[src/rtl/clk_gate_ctrl.sv]
// Clock-gate enable controller: drains an idle subsystem before removing its clock,
// restores it on request or debug force, and acknowledges each completed transition.
module clk_gate_ctrl #(
    parameter int IDLE_CYCLES = 4,
    parameter int WAKE_CYCLES = 2
) (
    input  logic clk_i,
    input  logic rst_ni,
    input  logic gate_req_i,
    input  logic idle_i,
    input  logic force_on_i,
    output logic clk_en_o,
    output logic gated_o,
    output logic ack_o,
    output logic busy_o
);

    localparam int MAX_CYCLES = (IDLE_CYCLES > WAKE_CYCLES) ? IDLE_CYCLES : WAKE_CYCLES;
    localparam int CNT_W      = $clog2(MAX_CYCLES + 1);

    localparam logic [CNT_W-1:0] IDLE_LOAD = CNT_W'(IDLE_CYCLES - 1);
    localparam logic [CNT_W-1:0] WAKE_LOAD = CNT_W'(WAKE_CYCLES - 1);
    localparam logic [CNT_W-1:0] CNT_ONE   = CNT_W'(1);

    generate
        if (IDLE_CYCLES < 1) begin : g_bad_idle
            $error("clk_gate_ctrl: IDLE_CYCLES must be >= 1");
        end
        if (WAKE_CYCLES < 1) begin : g_bad_wake
            $error("clk_gate_ctrl: WAKE_CYCLES must be >= 1");
        end
    endgenerate

    typedef enum logic [1:0] {
        ST_RUN   = 2'd0,
        ST_DRAIN = 2'd1,
        ST_GATED = 2'd2,
        ST_WAKE  = 2'd3
    } state_e;

    state_e           state_q, state_d;
    logic [CNT_W-1:0] cnt_q, cnt_d;
    logic             clk_en_q, clk_en_d;
    logic             gated_q, gated_d;
    logic             ack_q, ack_d;

    // State register; outputs are registered from next-state decode so they change only at edges
    always_ff @(posedge clk_i or negedge rst_ni) begin
        if (!rst_ni) begin
            state_q  <= ST_RUN;
            cnt_q    <= '0;
            clk_en_q <= 1'b1;
            gated_q  <= 1'b0;
            ack_q    <= 1'b0;
        end else begin
            state_q  <= state_d;
            cnt_q    <= cnt_d;
            clk_en_q <= clk_en_d;
            gated_q  <= gated_d;
            ack_q    <= ack_d;
        end
    end

    always_comb begin
        state_d = state_q;
        cnt_d   = cnt_q;
        case (state_q)
            ST_RUN: begin
                if (gate_req_i && idle_i && !force_on_i) begin
                    state_d = ST_DRAIN;
                    cnt_d   = IDLE_LOAD;
                end
            end
            ST_DRAIN: begin
                // Abort wins over completion in the final drain cycle
                if (!gate_req_i || !idle_i || force_on_i) begin
                    state_d = ST_RUN;
                    cnt_d   = '0;
                end else if (cnt_q == '0) begin
                    state_d = ST_GATED;
                end else begin
                    cnt_d = cnt_q - CNT_ONE;
                end
            end
            ST_GATED: begin
                if (!gate_req_i || force_on_i) begin
                    state_d = ST_WAKE;
                    cnt_d   = WAKE_LOAD;
                end
            end
            ST_WAKE: begin
                // Not abortable: a fresh request is only looked at once back in RUN
                if (cnt_q == '0) begin
                    state_d = ST_RUN;
                end else begin
                    cnt_d = cnt_q - CNT_ONE;
                end
            end
            default: begin
                state_d = ST_RUN;
                cnt_d   = '0;
            end
        endcase
    end

    always_comb begin
        clk_en_d = (state_d != ST_GATED);
        gated_d  = (state_d == ST_GATED);
        ack_d    = ((state_q == ST_DRAIN) && (state_d == ST_GATED)) ||
                   ((state_q == ST_WAKE)  && (state_d == ST_RUN));
    end

    assign clk_en_o = clk_en_q;
    assign gated_o  = gated_q;
    assign ack_o    = ack_q;
    assign busy_o   = (state_q == ST_DRAIN) || (state_q == ST_WAKE);

endmodule
[config.mk]
export PLATFORM = sky130hd
export DESIGN_NAME = clk_gate_ctrl
export DESIGN_NICKNAME = d
export VERILOG_FILES = /design/src/rtl/clk_gate_ctrl.sv
export SDC_FILE = /design/constraint.sdc
export NUM_CORES = 1
export LEC_CHECK = 0
export CORE_AREA = 2 2 39 41
export DETAILED_ROUTE_END_ITERATION = 16
export DIE_AREA = 0 0 41 43
export GPL_TIMING_DRIVEN = 1
export PLACE_DENSITY_LB_ADDON = 0.1
export SYNTH_ARGS = -nofsm -noshare
export SYNTH_HDL_FRONTEND = slang
export SYNTH_SLANG_ARGS = --single-unit
[constraint.sdc]
create_clock -name clk_i -period 1.9 [get_ports clk_i]
set_input_delay 0.38 -clock clk_i [delete_from_list [all_inputs] [get_ports clk_i]]
set_output_delay 0.38 -clock clk_i [all_outputs]
set_load 0.005 [all_outputs]
==> out/qor.tcl <==
set qor(clkTransAtPathRegs_ns) 0.06
set qor(worst-path-buf-inv) 1
set qor(ys_warn_count) 0
set qor(synth_sequential_area_ratio) 0.401
set qor(dp.final_hpwl_um) 652
set qor(synth.mux.area_fraction) 0.0449
set qor(synth_seq_cells) 8
set qor(syn-num-nets) 57
set qor(postCtsResizedCells) 0
set qor(worst_clock_skew_ns) 0.00200
set qor(yosys.area.top_type) {dfrtp_1}
set qor(wire_length_of_the_first_global_routing_pass_um) 1410
set qor(powerDensity_nw_per_um2) 1300
set qor(grt_max_degree) 14
set qor(rsz0062_at_grt) {false}
set qor(main_combinational_cell_family_by_area_after_synthesis) {simple AND/OR/NAND/NOR gates}
set qor(synthCells) 50
set qor(drive_above_1_share) 0.167
set qor(cp_data_arrival_time_ns) 1.25
set qor(worst_voltage_drop_across_the_vdd_grid_mv) 0.488
set qor(maxClockFrequency_mhz) 613
set qor(final_antenna_net_count) 0
set qor(crit_path_max_incr_delay_ns) 0.51
set qor(totalNegativeSetupSlack_ns) 0
set qor(crit_path_cell_trace) {clkdlybuf4s50_1}
set qor(clk_path_buf_depth) 2
set qor(xor_xnor_share_of_the_synthesized_area) 0.0349
set qor(gpl.final_weighted_congestion) 0.701
set qor(wirelength_um) 848
set qor(syn_avg_cell_area_um2) 10.0
set qor(final_critical_path_setup_slack_ns) 0.269
set qor(vias_per_cell) 5.04
set qor(die_area_um2) 1760
set qor(worstRegToRegCells) 5
set qor(ioPinCount) 9
set qor(synth_area_um2) 502
set qor(dr_total_vias) 383
set qor(die_h_um) 43
set qor(clock-sinks) 8
set qor(post-cts-setup-buffer-count) 0
set qor(preCtsSetupSlack_ns) 0.168
set qor(initial_antenna_violation_count) 0
set qor(outcome) {completed}
set qor(routedWlPerCell_um) 11.2
set qor(cellLeakagePower_nw) 0.261
set qor(slew-limit-headroom) 0.741
set qor(htree_num_levels) 1
set qor(timing.max_cap.violations) 0
set qor(worst_path_dominant_cell_family) {flip-flops}
set qor(hold_path.class) {input port to asynchronous set/reset pin}
set qor(synth_simple_gate_area_frac) 0.294
set qor(cp_max_fo) 1
set qor(reg2reg_to) {cnt_q[1]$_DFFE_PN0P_}
set qor(total_count_of_max_transition_violations_in_the_final_report) 0
set qor(yosys.area.top_type_share) 0.349
set qor(worstPathRequired_ns) 1.52
set qor(area_delta_synth_final_pct) 23.9
set qor(timing.rr.start) {cnt_q[0]$_DFFE_PN0P_}
set qor(yosys-top-cells-area) {dfrtp_1 35%, dfstp_2 5.2%, ha_1 5.0%}
set qor(setup.worst_path.end_class) {output pin}
set qor(finalWorstPathRequiredPeriod_ns) 1.63
set qor(groute.usage.overall) 0.120
set qor(starting_drc_count_in_detailed_routing) 6
set qor(timing.hold.ws_ns) 0.398
set qor(dr.pass1.iters) 4
set qor(design.core.area_um2) 1380
set qor(regToRegSetupSlack_ns) 0.42
set qor(setup_viol) 0
set qor(drc_errors) 0
set qor(cts_inserted_buffers) 3
set qor(io_buffers) 8
set qor(adder_cell_area_share_of_the_yosys_netlist) 0.0499
set qor(crit_path_category) {register to output pin}
set qor(rows) 14
set qor(timing_hold_violations_final) 0
set qor(antenna_cells) 0
set qor(slowest_library_cell_on_the_worst_path) {dfstp_2}
set qor(synth_compound_gate_area_share) 0.125
set qor(first_global_vias) 315
set qor(insertion_delay_ns) 0.26
set qor(globalRoute.totalOverflow) 0
set qor(startpoint_type) {register}
set qor(cts_tree) {built}
set qor(initial_core_util) 0.363
set qor(synth_cell_types) 32
set qor(cts_hold_buffers) 0
set qor(clockRootBuffer) {clkbuf_4}
set qor(finalCritPeriodShare) 0.859
set qor(die_width_um) 41
set qor(num-nets-final) 68
set qor(tightestPinTransition_ns) 0.389
cells in the mapped netlist:
cell type,count
and4bb_2,1
xnor2_1,2
nor2_1,3
o21ai_0,1
ha_1,2
o21ai_1,2
nor4b_1,1
dfrtp_1,7
and3b_1,1
mux2_1,2
inv_1,2
a211oi_1,1
nand2_1,1
clkbuf_2,1
and2b_2,1
nand3b_1,1
buf_2,1
nor4bb_1,1
nand3_1,1
and3b_4,1
o31ai_1,2
or4b_1,1
nor3b_1,1
clkbuf_1,1
nand2b_1,3
a211oi_2,1
o21a_1,1
nor2b_1,2
a21oi_1,1
inv_2,1
dfstp_2,1
nor3_1,2
flip-flops by register name, summed over array words and instances, names as in the netlist:
register,flops
cnt_q,3
ack_o,1
state_q,2
gated_o,1
clk_en_o,1
report_power, final:
part / switching [W] / leakage [nW] / internal [W]
Combinational: 0.000175 / 0.142 / 0.000203
Clock: 0.0000621 / 0.0150 / 0.0000806
Sequential: 0.0000634 / 0.103 / 0.000224
Total: 0.000300 / 0.261 / 0.000508
cells in the final DEF (no fill, tap or decap), types with 2 or more instances in the layout:
cell and count:
clkbuf_4 3, clkdlybuf4s50_1 8, dfrtp_1 7, ha_1 2, inv_1 2, mux2_1 2, nand2b_1 3, nor2_1 3
nor2b_1 2, nor3_1 2, o21ai_1 2, o31ai_1 2, xnor2_1 2
stage by stage:
step / instance area [um^2] / total power, W / util / cells
4_1_cts: 622 / 0.000816 / 0.449 / 76
2_1_floorplan: 502 / 0.000575 / - / 50
3_5_place_dp: 596 / 0.000670 / 0.430 / 72
3_3_place_gp: 596 / 0.000674 / 0.430 / 72
5_1_grt: 622 / 0.000887 / 0.449 / 76
6_report: 622 / 0.000809 / 0.449 / 76
routing by layer:
metal	vias up	track usage	part of all wire
li1	197	-	-
met1	174	0.172	0.50
met2	10	0.153	0.41
met3	2	0.0471	0.063
met4	0	0.0600	0.021
met5	-	0	0
worst max path at each step:
stage	to	startpoint	slack, ns	cells after the start
after floorplan	cnt_q[1]$_DFFE_PN0P_	cnt_q[0]$_DFFE_PN0P_	0.54	5
after global placement	cnt_q[2]$_DFFE_PN0P_	force_on_i	0.19	4
after detailed placement	cnt_q[2]$_DFFE_PN0P_	force_on_i	0.17	4
after CTS	clk_en_o	clk_en_o$_DFF_PN1_	0.26	1
after global routing	clk_en_o	clk_en_o$_DFF_PN1_	0.23	1
final	clk_en_o	clk_en_o$_DFF_PN1_	0.27	1
final cells by class:
type | instances | area, um^2
tap | 16 | 20.0
fill | 149 | 762
timing repair buffer | 9 | 87.6
clock buffer | 4 | 26.3
inverter | 3 | 11.3
sequential | 8 | 201
multi-input combinational | 36 | 275
cell families after synthesis:
group                    count (synthesis)
AO/OA/AOI/OAI                            9
buffers and inverters                    6
adder cells (fa/ha/maj)                  2
flip-flops                               8
XOR/XNOR                                 2
multiplexers                             2
AND/OR/NAND/NOR                         21
No activity file was read; power rests on OpenSTA's default activity.
